## src/rtl/sparse_sel_gen_pkg.sv

```systemverilog
// sparsynergy_pkg: shared types and constants for the 2:4 sparsity selection path.
//   ACT_W_DEF / W_W_DEF : default activation / weight widths
//   IDX_W               : position index width inside a 4-wide group
//   group_t             : one compressed group (4 acts, 2 weights, 2 indices)
//   state_t             : beat sequencer states
package sparsynergy_pkg;

    localparam int ACT_W_DEF = 8;
    localparam int W_W_DEF   = 8;
    localparam int IDX_W     = 2;

    typedef struct packed {
        logic [3:0][ACT_W_DEF-1:0] act;
        logic [W_W_DEF-1:0]        w1;
        logic [W_W_DEF-1:0]        w0;
        logic [IDX_W-1:0]          idx1;
        logic [IDX_W-1:0]          idx0;
    } group_t;

    typedef enum logic [1:0] {
        IDLE  = 2'd0,
        BEAT0 = 2'd1,
        BEAT1 = 2'd2
    } state_t;

endpackage

```

## src/rtl/sparse_sel_gen_if.sv

```systemverilog
// sparse_sel_gen_if: group input bus, beat output bus and the sticky error flag.
//   master : upstream producer + downstream consumer side (drives in_*, out_ready)
//   slave  : sparse_sel_gen side (drives in_ready, out_*, meta_err)
interface sparse_sel_gen_if
    import sparsynergy_pkg::*;
#(
    parameter int ACT_W = ACT_W_DEF,
    parameter int W_W   = W_W_DEF
);

    logic             in_valid;
    logic             in_ready;
    logic [ACT_W-1:0] in_act0;
    logic [ACT_W-1:0] in_act1;
    logic [ACT_W-1:0] in_act2;
    logic [ACT_W-1:0] in_act3;
    logic [W_W-1:0]   in_w0;
    logic [W_W-1:0]   in_w1;
    logic [IDX_W-1:0] in_idx0;
    logic [IDX_W-1:0] in_idx1;

    logic             out_valid;
    logic             out_ready;
    logic [ACT_W-1:0] out_act0;
    logic [ACT_W-1:0] out_act1;
    logic [ACT_W-1:0] out_act2;
    logic [ACT_W-1:0] out_act3;
    logic [IDX_W-1:0] out_sel;
    logic [W_W-1:0]   out_w;
    logic             out_last;

    logic             meta_err;

    modport master (
        output in_valid, in_act0, in_act1, in_act2, in_act3,
               in_w0, in_w1, in_idx0, in_idx1, out_ready,
        input  in_ready, out_valid, out_act0, out_act1, out_act2, out_act3,
               out_sel, out_w, out_last, meta_err
    );

    modport slave (
        input  in_valid, in_act0, in_act1, in_act2, in_act3,
               in_w0, in_w1, in_idx0, in_idx1, out_ready,
        output in_ready, out_valid, out_act0, out_act1, out_act2, out_act3,
               out_sel, out_w, out_last, meta_err
    );

endinterface

```

## src/rtl/sparse_sel_gen_fifo.sv

```systemverilog
// sync_fifo_grp: synchronous FIFO holding packed group records.
//   clk_i, rst_i     : clock, synchronous active-high reset
//   push_i, data_i   : write strobe and record (caller guarantees !full_o)
//   pop_i, data_o    : read strobe (caller guarantees !empty_o); data_o shows the head
//   full_o, empty_o  : occupancy flags, decoded from the registered count only
module sync_fifo_grp #(
    parameter int WIDTH = 48,
    parameter int DEPTH = 2
) (
    input  logic             clk_i,
    input  logic             rst_i,
    input  logic             push_i,
    input  logic [WIDTH-1:0] data_i,
    input  logic             pop_i,
    output logic [WIDTH-1:0] data_o,
    output logic             full_o,
    output logic             empty_o
);

    localparam int AW = $clog2(DEPTH);

    logic [WIDTH-1:0] mem_q [DEPTH];
    logic [AW-1:0]    wr_ptr_q;
    logic [AW-1:0]    rd_ptr_q;
    logic [AW:0]      cnt_q;

    always_ff @(posedge clk_i) begin
        if (rst_i) begin
            wr_ptr_q <= '0;
            rd_ptr_q <= '0;
            cnt_q    <= '0;
        end else begin
            if (push_i) wr_ptr_q <= wr_ptr_q + 1'b1;
            if (pop_i)  rd_ptr_q <= rd_ptr_q + 1'b1;
            cnt_q <= cnt_q + {{AW{1'b0}}, push_i} - {{AW{1'b0}}, pop_i};
        end
    end

    // Storage carries no reset; validity is tracked by the count alone.
    always_ff @(posedge clk_i) begin
        if (push_i) mem_q[wr_ptr_q] <= data_i;
    end

    assign data_o  = mem_q[rd_ptr_q];
    assign full_o  = (cnt_q == (AW+1)'(DEPTH));
    assign empty_o = (cnt_q == '0);

endmodule

```

## src/rtl/sparse_sel_gen.sv

```systemverilog
// sparse_sel_gen: buffers compressed 2:4 groups and replays each over two beats
// (idx0/w0 then idx1/w1) toward the 4:1 activation mux and MAC.
//   clk, rst  : clock, synchronous active-high reset
//   bus.in_*  : group input handshake (in_ready = buffer not full)
//   bus.out_* : registered beat output; out_last flags the final beat of a K-group run
//   bus.meta_err : sticky flag for a group arriving with idx0 >= idx1
module sparse_sel_gen
    import sparsynergy_pkg::*;
#(
    parameter int ACT_W      = ACT_W_DEF,
    parameter int W_W        = W_W_DEF,
    parameter int K_GROUPS   = 16,
    parameter int FIFO_DEPTH = 2
) (
    input logic            clk,
    input logic            rst,
    sparse_sel_gen_if.slave bus
);

    localparam int CNT_W = (K_GROUPS > 1) ? $clog2(K_GROUPS) : 1;
    localparam logic [CNT_W-1:0] CNT_MAX = CNT_W'(K_GROUPS - 1);

    typedef struct packed {
        logic [3:0][ACT_W-1:0] act;
        logic [W_W-1:0]        w1;
        logic [W_W-1:0]        w0;
        logic [IDX_W-1:0]      idx1;
        logic [IDX_W-1:0]      idx0;
    } grp_t;

    grp_t push_grp;
    grp_t head_grp;
    logic push;
    logic load;
    logic fifo_full;
    logic fifo_empty;

    state_t                state_q, state_d;
    logic [3:0][ACT_W-1:0] act_q, act_d;
    logic [IDX_W-1:0]      sel_q, sel_d;
    logic [W_W-1:0]        w_q, w_d;
    logic [IDX_W-1:0]      idx1_q, idx1_d;
    logic [W_W-1:0]        w1_q, w1_d;
    logic                  valid_q, valid_d;
    logic                  last_q, last_d;
    logic [CNT_W-1:0]      cnt_q, cnt_d;
    logic                  meta_q;

    assign push_grp.act  = {bus.in_act3, bus.in_act2, bus.in_act1, bus.in_act0};
    assign push_grp.w1   = bus.in_w1;
    assign push_grp.w0   = bus.in_w0;
    assign push_grp.idx1 = bus.in_idx1;
    assign push_grp.idx0 = bus.in_idx0;

    assign bus.in_ready = !fifo_full;
    assign push         = bus.in_valid && !fifo_full;

    sync_fifo_grp #(
        .WIDTH ($bits(grp_t)),
        .DEPTH (FIFO_DEPTH)
    ) u_fifo (
        .clk_i   (clk),
        .rst_i   (rst),
        .push_i  (push),
        .data_i  (push_grp),
        .pop_i   (load),
        .data_o  (head_grp),
        .full_o  (fifo_full),
        .empty_o (fifo_empty)
    );

    always_ff @(posedge clk) begin
        if (rst) begin
            state_q <= IDLE;
            act_q   <= '0;
            sel_q   <= '0;
            w_q     <= '0;
            idx1_q  <= '0;
            w1_q    <= '0;
            valid_q <= 1'b0;
            last_q  <= 1'b0;
            cnt_q   <= '0;
            meta_q  <= 1'b0;
        end else begin
            state_q <= state_d;
            act_q   <= act_d;
            sel_q   <= sel_d;
            w_q     <= w_d;
            idx1_q  <= idx1_d;
            w1_q    <= w1_d;
            valid_q <= valid_d;
            last_q  <= last_d;
            cnt_q   <= cnt_d;
            if (push && (bus.in_idx0 >= bus.in_idx1)) meta_q <= 1'b1;
        end
    end

    // Output registers are computed one cycle ahead so every out_* is a flop;
    // 'load' (the FIFO pop) is shared by the IDLE start and the BEAT1 back-to-back path.
    always_comb begin
        state_d = state_q;
        act_d   = act_q;
        sel_d   = sel_q;
        w_d     = w_q;
        idx1_d  = idx1_q;
        w1_d    = w1_q;
        valid_d = valid_q;
        last_d  = last_q;
        cnt_d   = cnt_q;
        load    = 1'b0;

        case (state_q)
            IDLE: begin
                if (!fifo_empty) load = 1'b1;
            end
            BEAT0: begin
                if (bus.out_ready) begin
                    state_d = BEAT1;
                    sel_d   = idx1_q;
                    w_d     = w1_q;
                    last_d  = (cnt_q == CNT_MAX);
                end
            end
            BEAT1: begin
                if (bus.out_ready) begin
                    cnt_d  = (cnt_q == CNT_MAX) ? '0 : cnt_q + 1'b1;
                    last_d = 1'b0;
                    if (!fifo_empty) begin
                        load = 1'b1;
                    end else begin
                        state_d = IDLE;
                        valid_d = 1'b0;
                    end
                end
            end
            default: begin
                state_d = IDLE;
                valid_d = 1'b0;
                last_d  = 1'b0;
            end
        endcase

        if (load) begin
            state_d = BEAT0;
            act_d   = head_grp.act;
            sel_d   = head_grp.idx0;
            w_d     = head_grp.w0;
            idx1_d  = head_grp.idx1;
            w1_d    = head_grp.w1;
            valid_d = 1'b1;
            last_d  = 1'b0;
        end
    end

    assign bus.out_valid = valid_q;
    assign bus.out_act0  = act_q[0];
    assign bus.out_act1  = act_q[1];
    assign bus.out_act2  = act_q[2];
    assign bus.out_act3  = act_q[3];
    assign bus.out_sel   = sel_q;
    assign bus.out_w     = w_q;
    assign bus.out_last  = last_q;
    assign bus.meta_err  = meta_q;

endmodule

```

## src/flat_wrapper.sv

```systemverilog
// flat-port wrapper written by rule: the top's interface ports become plain ports
module sparse_sel_gen_flat import sparsynergy_pkg::*;
#(
    parameter int ACT_W      = ACT_W_DEF,
    parameter int W_W        = W_W_DEF,
    parameter int K_GROUPS   = 16,
    parameter int FIFO_DEPTH = 2
)
  (clk, rst, bus_in_valid, bus_in_act0, bus_in_act1, bus_in_act2, bus_in_act3, bus_in_w0, bus_in_w1, bus_in_idx0, bus_in_idx1, bus_out_ready, bus_in_ready, bus_out_valid, bus_out_act0, bus_out_act1, bus_out_act2, bus_out_act3, bus_out_sel, bus_out_w, bus_out_last, bus_meta_err);
  sparse_sel_gen_if #(.ACT_W(ACT_W), .W_W(W_W)) bus_i ();
  input logic clk;
  input logic rst;
  input wire logic [$bits(bus_i.in_valid)-1:0] bus_in_valid;
  input wire logic [$bits(bus_i.in_act0)-1:0] bus_in_act0;
  input wire logic [$bits(bus_i.in_act1)-1:0] bus_in_act1;
  input wire logic [$bits(bus_i.in_act2)-1:0] bus_in_act2;
  input wire logic [$bits(bus_i.in_act3)-1:0] bus_in_act3;
  input wire logic [$bits(bus_i.in_w0)-1:0] bus_in_w0;
  input wire logic [$bits(bus_i.in_w1)-1:0] bus_in_w1;
  input wire logic [$bits(bus_i.in_idx0)-1:0] bus_in_idx0;
  input wire logic [$bits(bus_i.in_idx1)-1:0] bus_in_idx1;
  input wire logic [$bits(bus_i.out_ready)-1:0] bus_out_ready;
  output wire logic [$bits(bus_i.in_ready)-1:0] bus_in_ready;
  output wire logic [$bits(bus_i.out_valid)-1:0] bus_out_valid;
  output wire logic [$bits(bus_i.out_act0)-1:0] bus_out_act0;
  output wire logic [$bits(bus_i.out_act1)-1:0] bus_out_act1;
  output wire logic [$bits(bus_i.out_act2)-1:0] bus_out_act2;
  output wire logic [$bits(bus_i.out_act3)-1:0] bus_out_act3;
  output wire logic [$bits(bus_i.out_sel)-1:0] bus_out_sel;
  output wire logic [$bits(bus_i.out_w)-1:0] bus_out_w;
  output wire logic [$bits(bus_i.out_last)-1:0] bus_out_last;
  output wire logic [$bits(bus_i.meta_err)-1:0] bus_meta_err;
  assign bus_i.in_valid = bus_in_valid;
  assign bus_i.in_act0 = bus_in_act0;
  assign bus_i.in_act1 = bus_in_act1;
  assign bus_i.in_act2 = bus_in_act2;
  assign bus_i.in_act3 = bus_in_act3;
  assign bus_i.in_w0 = bus_in_w0;
  assign bus_i.in_w1 = bus_in_w1;
  assign bus_i.in_idx0 = bus_in_idx0;
  assign bus_i.in_idx1 = bus_in_idx1;
  assign bus_i.out_ready = bus_out_ready;
  assign bus_in_ready = bus_i.in_ready;
  assign bus_out_valid = bus_i.out_valid;
  assign bus_out_act0 = bus_i.out_act0;
  assign bus_out_act1 = bus_i.out_act1;
  assign bus_out_act2 = bus_i.out_act2;
  assign bus_out_act3 = bus_i.out_act3;
  assign bus_out_sel = bus_i.out_sel;
  assign bus_out_w = bus_i.out_w;
  assign bus_out_last = bus_i.out_last;
  assign bus_meta_err = bus_i.meta_err;
  sparse_sel_gen #(.ACT_W(ACT_W), .W_W(W_W), .K_GROUPS(K_GROUPS), .FIFO_DEPTH(FIFO_DEPTH)) u_core (.clk(clk), .rst(rst), .bus(bus_i));
endmodule
```

## config.mk

```make
export PLATFORM = sky130hd
export DESIGN_NAME = sparse_sel_gen_flat
export DESIGN_NICKNAME = d
export VERILOG_FILES = /design/src/rtl/sparse_sel_gen_pkg.sv /design/src/rtl/sparse_sel_gen_if.sv /design/src/rtl/sparse_sel_gen_fifo.sv /design/src/rtl/sparse_sel_gen.sv /design/src/flat_wrapper.sv
export SDC_FILE = /design/constraint.sdc
export NUM_CORES = 1
export LEC_CHECK = 0
export CORE_MARGIN = 1.5
export CORE_UTILIZATION = 53
export DETAILED_ROUTE_END_ITERATION = 10
export PLACE_DENSITY_LB_ADDON = 0.3
export SETUP_SLACK_MARGIN = 0.1
export SYNTH_ARGS = -nofsm -noshare
export SYNTH_HDL_FRONTEND = slang
export SYNTH_SLANG_ARGS = --single-unit
```

## constraint.sdc

```tcl
create_clock -name clk -period 5.1 [get_ports clk]
set_clock_uncertainty 0.15 [all_clocks]
set_input_delay 1.02 -clock clk [delete_from_list [all_inputs] [get_ports clk]]
set_output_delay 1.02 -clock clk [all_outputs]
set_load 0.005 [all_outputs]
```

After elaboration in Yosys (flattened, before gate mapping)
Memories as Yosys holds them, arrays and structs flattened. A register that Yosys moved wholly into a read port is not among the register bits.
Index checks and enable logic that the tools add are counted.
Widths: inputs -> output; s select.
{ "op_classes": {"addsub": 5, "order_cmp": 1, "n_eq_ne": 12, "muxes": 26, "bitwise_logic": 1, "reduce_logical": 15} }
{ "op_table": {"columns": ["cell", "count"], "rows": [
  ["$mux 8", 3],
  ["$mux 1", 12],
  ["$mux 2", 6],
  ["$reduce_and 4->1", 2],
  ["$ne 2x2->1 const B", 3],
  ["$ne 3x3->1 const B", 2],
  ["$pmux 2 s3", 1],
  ["$reduce_and 3->1", 2],
  ["$add 4x1->4 const B", 1],
  ["$eq 2x2->1 const B", 2],
  ["$eq 4x4->1 const B", 1],
  ["$logic_not 2->1", 2],
  ["$mux 4", 1],
  ["$ne 2x1->1 const B", 2],
  ["$pmux 1 s2", 2],
  ["$reduce_and 2->1", 2],
  ["$reduce_bool 2->1", 2],
  ["$reduce_or 2->1", 2],
  ["$ne 3x2->1 const B", 1],
  ["$pmux 1 s3", 1],
  ["$add 1x1->1 const B", 2],
  ["$add 2x1->2", 1],
  ["$eq 2x1->1 const B", 1],
  ["$ge 2x2->1", 1],
  ["other kinds (4)", 5]
]} }
{ "totals": {"reg_bits": 65, "ramBits": 104, "elab_cells": 78, "n_memories": 1} }
{ "mem_list": {"columns": ["name", "depth", "width", "read_ports", "rd_clocked_by_memory_dff", "write_ports", "line", "source"], "rows": [
  ["u_core.u_fifo.mem_q", 2, 52, 1, 1, 1, "sparse_sel_gen_fifo.sv:22", "logic [WIDTH-1:0] mem_q [DEPTH];"]
]} }

Longest topological paths before layout
Gate-level depths: netlist of run 1.
{ "depth": {"ltp_word": 6, "depth_mapped": 10, "depth_no_buf": 9} }

By module
Synthesis of run 1 repeated with hierarchy kept, for this count alone.
{ "unflattened": {"cells_unflattened": 484, "hier_area_um2": 6806.5} }
{ "modules_own_cells": {"columns": ["mod", "instances", "cells_each", "area_each_um2"], "rows": [
  ["sync_fifo_grp", 1, 183, 4221.5],
  ["sparse_sel_gen", 1, 301, 2585.0]
]} }

Least setup slack after synthesis of run 1
OpenSTA, ideal clock, no wires.
{ "synth_path": {"path_kind": "input to register", "startpoint": "in bus_in_valid", "endpoint": "mem u_core.u_fifo.mem_q[0][0] in the netlist's numbering (enable)", "setup_time_ns": 0.462, "t_arrival_ns": 3.310, "t_required_ns": 4.488, "setup_slack_ns": 1.178, "cell_stages": 2, "path_cell_list": "nand2_1 -> nor2_1"} }
{ "synth_between": {"elab_chain_cells": 3} }
{ "synth_lines": {"columns": ["item", "line", "source"], "rows": [
  ["from (decl)", "flat_wrapper.sv:13", "input wire logic [$bits(bus_i.in_valid)-1:0] bus_in_valid;"],
  ["$logic_and 1x1->1", "sparse_sel_gen.sv:56", "assign push = bus.in_valid && !fifo_full;"],
  ["$mux 1", "sparse_sel_gen_fifo.sv:41", "if (push_i) mem_q[wr_ptr_q] <= data_i;"],
  ["$mux 1 (not written as such)", "sparse_sel_gen_fifo.sv:41", null],
  ["to (decl)", "sparse_sel_gen_fifo.sv:22", null]
]} }
No other way between the ends.

Worst setup path in the final report of run 1
{ "layout_path": {"startpoint": "in bus_out_ready", "endpoint": "reg u_core.act_q, in the netlist u_core.bus.out_act3[0]"} }
{ "layout_between": {"elab_chain_cells": 2} }
{ "layout_lines": {"columns": ["item", "line", "source"], "rows": [
  ["from (decl)", "flat_wrapper.sv:22", "input wire logic [$bits(bus_i.out_ready)-1:0] bus_out_ready;"],
  ["$mux 1", "sparse_sel_gen.sv:125", "if (bus.out_ready) begin"],
  ["$pmux 1 s2", "sparse_sel_gen.sv:112", "case (state_q)"],
  ["to (signal assigned)", "sparse_sel_gen.sv:86", "act_q <= act_d;"],
  ["to (decl)", "sparse_sel_gen.sv:39", "logic [3:0][ACT_W-1:0] act_q, act_d;"]
]} }
No other way between the ends.
A chain may end at the register's enable or synchronous reset.

==> summary.txt, run 1 <==
Clocking
  • Number of gates resized after cts: 0
  • Root buf cell: clkbuf_16
  • Worst-path clk slew: 0.06 ns
  • Post-CTS setup buffer count: 0
  • Worst-skew pair later-pin latency: 0.42 ns
  • Clock sink total: 170
  • Number of hold buffers added after cts: 0
  • CTS tree: built
  • Number of H-tree levels: 4
  • Clock Tree Buf Depth: 2
  • CTS Buf Count: 17

Place
  • Routability cong.: 0.718
  • IO Port Bufs: 101
  • DP Wirelength: 7090 um

Die
  • I/O pin count: 102
  • Die footprint: 13000 um^2
  • Height of the die: 114 um
  • Core ar.: 12000 um^2
  • Die Wd: 114 um
  • Starting Density: 54.2%
  • Row cnt: 40

Detailed routing
  • Final ANT Viol Nets: 0
  • Average wire per standard cell: 17.2 um
  • DRT Pass-1 Iters: 4
  • Vias: 3730
  • Post-Route WL: 11900 um
  • Drt via density: 5.40
  • DRT iter0 DRCs: 142
  • Drc violations: 0

Synth
  • Largest family of logic cells by synthesized area: compound AO/OA/AOI/OAI gates
  • Commonest cells post-synth: edfxtp_1 (104), dfxtp_1 (66), nor2_1 (65)
  • Main synth FF type: edfxtp_1
  • XOR/XNOR Fraction of Synth Area: 0.673%
  • Syn avg cell area: 15.0 um^2
  • Yosys top cell by area: edfxtp_1
  • Synth Area in Adders: 0.961%
  • Top area cells in the synthesized netlist: edfxtp_1 (48%), dfxtp_1 (20%), mux2i_1 (8.1%)
  • Mux cell area share after synthesis: 8.15%
  • YS warnings: 0
  • Synthesized area: 6510 um^2
  • Yosys reg bits: 170
  • Netlist cell types: 35
  • Count leader, synth: edfxtp_1
  • Synth Area in Compound Gates: 12.6%
  • Register area share after synthesis: 68.3%
  • Share of flip-flops with an asynchronous set or reset: 0%
  • Top-area cell type share of the netlist area: 48.0%
  • Synthesized net count: 495
  • Mapped Cells: 434
  • Number of synthesized flops with an enable pin: 104
  • Simple-Gate Fraction of Synth Area: 6.57%

Global route
  • Global Route Usage Sum: 19.6%
  • Overflow after GRT: 0
  • Vias in the first global route: 3853
  • Pin count of the biggest net entering global routing: 87
  • First-pass GRT wire length: 19000 um
  • Initial antenna violation count: 0

Setup path
  • CP Capture Type: flop
  • Slowest stage delay, CP: 0.83 ns
  • CP Max Fanout: 86
  • CP Buf/Inv Count: 3
  • Req. time, crit path: 5.28 ns
  • Arrival time of the worst setup path: 3.51 ns
  • Critical Path Start Type: primary input
  • Critical path class: primary input to flop
  • Largest delay share family, worst path: buffers and inverters
  • CP cell instances: clkdlybuf4s50_1, nor2b_2, or3_4, clkinv_2, buf_4, nor2_1, a211oi_2
  • CP max-delay cell: buf_4

STA
  • Relative slew slack: 26.2%
  • Tmin final: 3.33 ns
  • RSZ-0062 raised after global routing: no
  • Setup tns final: 0 ns
  • Min Hold Slack: 0.332 ns
  • Tcrit/Tclk final: 65.3%
  • Finish-stage setup viols: 0
  • Final slew viol count: 0
  • Least-Margin Pin Slew: 1.11 ns
  • FMAX: 300 MHz
  • Hold Fails Final Rpt: 0

Layout
  • Layout cell share with drive strength beyond 1: 17.3%
  • Nets: 592
  • Area growth syn-to-layout: 26.0%
  • Fillers: 855
  • # diodes: 0

Pwr
  • Cell Pwr Density: 572 nW/um^2
  • Leakage Power: 2.80 nW
  • Pwr Total: 0.00469 W
  • Peak supply drop: 296 uV

Outcome
  • Status: finished clean

Job
  • Max-Cap Viols: 0

Hold path
  • Worst Hold Class: flop to flop
## cells in the final DEF, fill, tap and decap left out, drive strengths merged
| master | count |
|---|---|
| edfxtp | 104 |
| clkdlybuf4s50 | 100 |
| dfxtp | 66 |
| nor2 | 65 |
| mux2i | 53 |
| a211oi | 53 |
| clkbuf | 22 |
| nor2b | 12 |
| a2111oi | 11 |
| nand2 | 7 |
| a21oi | 5 |
| ha | 5 |
| buf | 5 |
| clkinv | 5 |
| inv | 3 |
| xor2 | 3 |
| clkinvlp | 3 |
| bufinv | 3 |
| nand2b | 2 |
| xnor2 | 2 |
| nand3 | 2 |
| o21ai | 2 |
| nor3 | 2 |
| and3 | 2 |
| or3 | 1 |
| and2b | 1 |
| o21bai | 1 |
| and3b | 1 |
| nand3b | 1 |
| a311oi | 1 |
| o21ba | 1 |
## where the power goes
group | internal [W] | switching, W | total, W
Clock | 0.000822 | 0.000500 | 0.00132
Combinational | 0.000680 | 0.000640 | 0.00132
Sequential | 0.00180 | 0.000245 | 0.00205
## kinds of logic (layout without fill, tap and decap cells)
family          Yosys count  count (layout)
flops                   170             170
compound gates           74              74
buf+inv                  31             141
mux                      53              53
xor+xnor                  5               5
simple gates             96              96
fa+ha+maj                 5               5
## path summary, 6_finish.rpt
check	startpoint	to	slack (ns)	cells after the start
worst max-delay path	bus_out_ready	u_core.bus.out_act3[0]	1.77	7
worst min-delay path	u_core.bus.out_valid	u_core.bus.out_valid	0.33	2
worst max register to register	u_core.state_q[0]	u_core.bus.out_act3[0]	2.30	5
worst min register to register	u_core.bus.out_valid	u_core.bus.out_valid	0.33	2
## sequential cells by signal (all words and copies together) (netlist names), 2 cells and up, named ones only
signal and flops:
u_core.bus.out_act3 8, u_core.bus.out_act0 8, u_core.idx1_q 2, u_core.state_q 2, u_core.cnt_q 4, u_core.bus.out_w 8
u_core.u_fifo.mem_q 104, u_core.u_fifo.cnt_q 2, u_core.bus.out_act2 8, u_core.bus.out_sel 2, u_core.w1_q 8, u_core.bus.out_act1 8
## worst register-to-register path: cells and delay by family (launching register included)
family                 cells  cell delay, ns
flip-flops                 1            0.61
AND/OR/NAND/NOR            2            0.80
buffers and inverters      2            0.91
AO/OA/AOI/OAI              1            0.24
## through the flow
stage	std cells	util [%]	worst slack [ns]	cell area (um^2)
detailed placement	659	63.1	1.32	7580
CTS	691	68.3	1.75	8210
floorplan	434	-	1.18	6510
global route	691	68.3	1.60	8210
finish	691	68.3	1.77	8210
global placement	659	63.1	1.44	7580
## routing by layer
metal	track usage, %	vias up	part of all wire (%)
met3	6.32	17	5.8
met4	8.17	0	1.7
met1	23.6	1804	42
met5	0	-	0
li1	-	1819	-
met2	32.6	90	50
## cell type report
class	count	area, um^2	share of cell area [%]
timing repair buffer	105	1040	12.7
multi-input combinational	233	1890	23.1
clock inverter	10	140	1.71
inverter	4	16.3	0.198
clock buffer	22	484	5.90
tap	147	184	2.24
sequential	170	4450	54.2
No activity file was read; power rests on OpenSTA's default activity.
==> run 2: changes to the inputs <==
- clock period: 5.1 -> 3.25 ns (I/O delays scaled with it)
==> run 2 against run 1 <==
Effect of this change:
- non-clock buffer count is 5 higher
- register-to-register slack lost 1.2 ns
- global-route usage grew 0.36 points
- highest routed layer unchanged
- critical path depth up 3
==> summary.txt, run 2 (synthesis gave the netlist of run 1 again) <==
Outcome
  • Status: finished clean

Clocking
  • Root buf cell: clkbuf_16
  • Clock Tree Buf Depth: 2
  • CTS Buf Count: 17
  • CTS tree: built
  • Post-CTS setup buffer count: 0
  • Number of hold buffers added after cts: 0
  • Worst-path clk slew: 0.06 ns
  • Clock sink total: 170
  • Number of H-tree levels: 4
  • Number of gates resized after cts: 0
  • Worst-skew pair later-pin latency: 0.41 ns

Setup path
  • CP cell instances: clkdlybuf4s50_1, nor2b_2, or3_4, inv_4, ha_1, inv_1, ha_1, xor2_1, xnor2_1, nor2_1
  • CP Capture Type: flop
  • Largest delay share family, worst path: buffers and inverters
  • CP Max Fanout: 12
  • Slowest stage delay, CP: 0.62 ns
  • Arrival time of the worst setup path: 2.69 ns
  • Worst r2r path cells: 9
  • Critical path class: primary input to flop
  • Critical Path Start Type: primary input
  • CP Buf/Inv Count: 3
  • Req. time, crit path: 3.38 ns
  • CP max-delay cell: clkdlybuf4s50_1
  • Worst r2r dst: u_core.u_fifo.cnt_q[1]
  • Top cell by count, worst path: ha_1
  • Reg-to-Reg Start: u_core.state_q[1]
  • R2R setup slack: 1.10 ns

Layout
  • Area growth syn-to-layout: 25.5%
  • Max reg flops: 104
  • FF+latch area: 4450 um^2
  • Core Util, Final: 68.0%
  • Multi-input gate area: 1890 um^2
  • Layout cell share with drive strength beyond 1: 17.1%
  • # diodes: 0
  • Fillers: 864
  • Most frequent cells in the layout: edfxtp_1 (104), clkdlybuf4s50_1 (100), dfxtp_1 (65), nor2_1 (64), mux2i_1 (53)
  • Commonest non-fill, non-tap cell in the layout: edfxtp_1
  • Biggest register: u_core.u_fifo.mem_q
  • Nets: 597

Pwr
  • Leakage Power: 2.80 nW
  • Pwr Total: 0.00709 W
  • Comb power frac: 30.2%
  • Seq pwr share: 44.7%
  • Clock share of power: 25.1%
  • Sw Ratio: 30.2%
  • Internal Dissipation: 0.00495 W
  • Peak supply drop: 516 uV
  • Net switching power: 0.00214 W
  • Cell Pwr Density: 867 nW/um^2

Place
  • Pre-CTS setup slack: 0.250 ns
  • Routability cong.: 0.703
  • IO Port Bufs: 101
  • DP Wirelength: 7450 um

Die
  • Starting Density: 54.2%
  • Die footprint: 13000 um^2
  • I/O pin count: 102
  • Core ar.: 12000 um^2
  • Row cnt: 40
  • Height of the die: 114 um
  • Die Wd: 114 um

STA
  • Min Hold Slack: 0.311 ns
  • Setup tns final: 0 ns
  • FMAX: 391 MHz
  • Least-Margin Pin Slew: 0.952 ns
  • Final slew viol count: 0
  • Hold Fails Final Rpt: 0
  • RSZ-0062 raised after global routing: no
  • Relative slew slack: 36.5%
  • Tcrit/Tclk final: 78.7%
  • Tmin final: 2.56 ns
  • Final worst slack: 0.692 ns
  • Finish-stage setup viols: 0

Hold path
  • HP Start: u_core.bus.out_valid
  • Hold Path Cell Cnt: 2
  • Hold Path Sink: u_core.bus.out_valid
  • Worst Hold Class: flop to flop

Detailed routing
  • Post-Route WL: 12000 um
  • Vias: 3757
  • Final ANT Viol Nets: 0
  • DRT iter0 DRCs: 202
  • Average wire per standard cell: 17.3 um
  • Drt via density: 5.40
  • Drc violations: 0
  • DRT Pass-1 Iters: 4

Global route
  • Pin count of the biggest net entering global routing: 87
  • Overflow after GRT: 0
  • Initial antenna violation count: 0
  • First-pass GRT wire length: 19400 um
  • Global Route Usage Sum: 19.9%
  • Vias in the first global route: 3974

Job
  • Max-Cap Viols: 0
==> run 2: changes by cell type in the layout (fill, tap and decap cells not counted), sizes merged <==
cell | previous run | this run
buf | 5 | 10
inv | 3 | 4
clkinv | 5 | 10
bufinv | 3 | 0
clkinvlp | 3 | 0
==> run 2: how the worst max path moves through the flow <==
| stage | start | to | slack (ns) | cells after the start |
|---|---|---|---|---|
| after floorplan | bus_in_valid | u_core.u_fifo.mem_q[0][0] | 0.56 | 2 |
| after global placement | bus_out_ready | u_core.u_fifo.cnt_q[1] | 0.33 | 10 |
| after detailed placement | bus_out_ready | u_core.u_fifo.cnt_q[1] | 0.25 | 10 |
| after CTS | bus_out_ready | u_core.u_fifo.cnt_q[1] | 0.69 | 10 |
| after global routing | bus_out_ready | u_core.u_fifo.cnt_q[1] | 0.57 | 10 |
| final | bus_out_ready | u_core.u_fifo.cnt_q[1] | 0.69 | 10 |
==> run 2: layout make-up <==
cell class,instances,area share (%)
clock inverter,10,0.613
sequential,170,54.4
tap,147,2.25
multi-input combinational,233,23.2
timing repair buffer,110,13.5
inverter,4,0.214
clock buffer,22,5.82
==> run 2: power by group through the flow <==
stage / Combinational (W) / Sequential [W] / Clock, W
floorplan: 0.00146 / 0.00309 / 0
global placement: 0.00210 / 0.00319 / 0
detailed placement: 0.00217 / 0.00322 / 0
CTS: 0.00218 / 0.00318 / 0.00181
global route: 0.00236 / 0.00324 / 0.00190
finish: 0.00214 / 0.00317 / 0.00178
==> run 2: worst register-to-register path, stage by stage (launching register included) <==
cell and delay [ns]:
dfxtp_1 0.36, nor2b_2 0.20, or3_4 0.44, inv_4 0.10, ha_1 0.22, inv_1 0.05
ha_1 0.14, xor2_1 0.18, xnor2_1 0.13, nor2_1 0.05
==> run 2: stage by stage <==
step	instances	instance area, um^2
after global routing	696	8170
after global placement	664	7640
after detailed placement	664	7640
final	696	8170
after CTS	696	8170
after floorplan	434	6510
==> run 2: routing by layer <==
metal	vias up	track usage [%]	wire length, um
li1	1828	-	-
met1	1818	24.4	5330
met2	95	33.9	5940
met3	16	5.05	584
met4	0	8.33	164
met5	-	0	0
==> run 3: changes to the inputs <==
- CORE_UTILIZATION: 53 -> 48
- clock period: 3.25 -> 2.3 ns (I/O delays scaled with it)
==> run 3 against run 2 <==
Effect of this change:
- power rose by 51%
- clock power rose by 66%
- hold slack improved by 0.017 ns
- register-to-register slack got worse by 0.84 ns
- sequential cell count did not move
- first-iteration DRC count fell by 26%
- global-route usage fell by 1.3 points
- via count rose by 1.3%
- final area rose by 3.6%
- critical endpoint is now u_core.w1_q[6]
- die area rose by 10%
- combinational power rose by 56%
==> summary.txt, run 3 (synthesis gave the netlist of run 1 again) <==
Clocking
  • Clock Tree Buf Depth: 2
  • Worst-skew pair later-pin latency: 0.42 ns
  • Number of H-tree levels: 4
  • Number of hold buffers added after cts: 0
  • Clock sink total: 170
  • CTS tree: built
  • Root buf cell: clkbuf_16
  • Post-CTS setup buffer count: 0
  • Number of gates resized after cts: 0
  • CTS Buf Count: 17
  • Worst-path clk slew: 0.06 ns

Layout
  • Layout cell share with drive strength beyond 1: 18.9%
  • Area growth syn-to-layout: 30.0%
  • Most frequent cells in the layout: edfxtp_1 (104), clkdlybuf4s50_1 (100), dfxtp_1 (65), nor2_1 (64), mux2i_1 (53)
  • # diodes: 0
  • Max reg flops: 104
  • Commonest non-fill, non-tap cell in the layout: edfxtp_1
  • Post-route cell area: 8460 um^2
  • Nets: 608
  • Biggest register: u_core.u_fifo.mem_q

Die
  • Starting Density: 49.2%
  • Die footprint: 14300 um^2
  • I/O pin count: 102
  • Core ar.: 13200 um^2
  • Row cnt: 42
  • Die Wd: 119 um
  • Height of the die: 119 um

STA
  • Final slew viol count: 0
  • Final worst slack: 0.212 ns
  • Least-Margin Pin Slew: 0.541 ns
  • Tcrit/Tclk final: 90.8%
  • Hold Fails Final Rpt: 0
  • Tmin final: 2.09 ns
  • Relative slew slack: 64.0%
  • Setup tns final: 0 ns
  • FMAX: 479 MHz
  • RSZ-0062 raised after global routing: no
  • Min Hold Slack: 0.328 ns
  • Finish-stage setup viols: 0

Global route
  • First-pass GRT wire length: 20200 um
  • Pin count of the biggest net entering global routing: 60
  • Overflow after GRT: 0
  • Global Route Usage Sum: 18.7%
  • Initial antenna violation count: 0
  • Vias in the first global route: 4006

Place
  • Pre-CTS setup slack: -0.196 ns
  • Routability cong.: 0.721
  • IO Port Bufs: 101
  • Area post-placement: 7840 um^2
  • DP Wirelength: 8040 um

Detailed routing
  • Met2 Wirelength: 6250 um
  • DRT iter0 DRCs: 149
  • Vias: 3805
  • Routed wl met3: 652 um
  • DRT Pass-1 Iters: 4
  • Top Layer Used: met4
  • Drt via density: 5.17
  • Average wire per standard cell: 17.1 um
  • Final ANT Viol Nets: 0
  • Met1 WL: 5450 um
  • Post-Route WL: 12600 um
  • Drc violations: 0

Setup path
  • Req. time, crit path: 2.46 ns
  • Reg-to-Reg Start: u_core.state_q[1]
  • R2R setup slack: 0.26 ns
  • CP Capture Type: flop
  • Worst r2r dst: u_core.w1_q[6]
  • Critical Path Start Type: primary input
  • Worst r2r path cells: 7
  • Arrival time of the worst setup path: 2.25 ns
  • CP Max Fanout: 59
  • Critical path class: primary input to flop

Hold path
  • Hold Path Sink: u_core.bus.out_valid
  • Hold Path Cell Cnt: 2
  • Worst Hold Class: flop to flop
  • HP Start: u_core.bus.out_valid

Pwr
  • Leakage Power: 2.91 nW
  • Cell Pwr Density: 1270 nW/um^2
  • Peak supply drop: 692 uV
  • Pwr Total: 0.0107 W

Outcome
  • Status: finished clean

Job
  • Max-Cap Viols: 0
==> run 3: cell types whose count changed in the layout (fill, tap and decap cells not counted) <==
cell | before | now
clkinvlp_4 | 0 | 1
clkbuf_1 | 3 | 4
buf_4 | 8 | 13
buf_12 | 2 | 8
bufinv_16 | 0 | 3
clkinv_4 | 1 | 0
clkinv_2 | 6 | 2
inv_4 | 1 | 0
clkbuf_8 | 1 | 4
clkinv_1 | 3 | 1
==> run 3: area by class of cell <==
cell class                      count  area, um^2
Sequential cell                   170        4450
Inverter                            4        16.3
Tap cell                          176         220
Clock inverter                      6         106
Multi-Input combinational cell    233        1890
Fill cell                         982        4780
Clock buffer                       26         520
Timing Repair Buffer              121        1260
==> run 3: critical path: stages <==
cell and delay [ns]:
clkdlybuf4s50_1 0.49, nor2b_2 0.05, or3_4 0.33, clkinv_2 0.06, buf_4 0.13, buf_12 0.28
nor2_1 0.11, a211oi_2 0.28
==> run 3: report_power, final <==
group,switching [W],internal [W]
clock,0.00108,0.00189
combinational,0.00163,0.00170
sequential,0.000425,0.00400
==> run 3: per-stage QoR <==
stage	util [%]	cells
floorplan	-	434
finish	63.9	736
CTS	63.9	736
detailed placement	59.2	704
global route	63.9	736
global placement	59.2	704
==> run 3: routing by layer <==
layer	up-vias	global-route usage [%]
met5	-	0
met4	0	8.18
met3	15	5.70
met2	102	31.0
met1	1834	22.4
li1	1854	-
==> run 3: worst max-delay path by stage <==
stage,depth (start not counted),startpoint,to,slack [ns]
6_report,8,bus_out_ready,u_core.w1_q[6],0.21
5_1_grt,8,bus_out_ready,u_core.w1_q[6],0.15
4_1_cts,2,u_core.u_fifo.cnt_q[0],bus_in_ready,0.21
3_5_place_dp,10,bus_out_ready,u_core.u_fifo.cnt_q[1],-0.20
3_3_place_gp,10,bus_out_ready,u_core.u_fifo.cnt_q[1],-0.14
2_1_floorplan,10,bus_out_ready,u_core.u_fifo.cnt_q[1],0.13
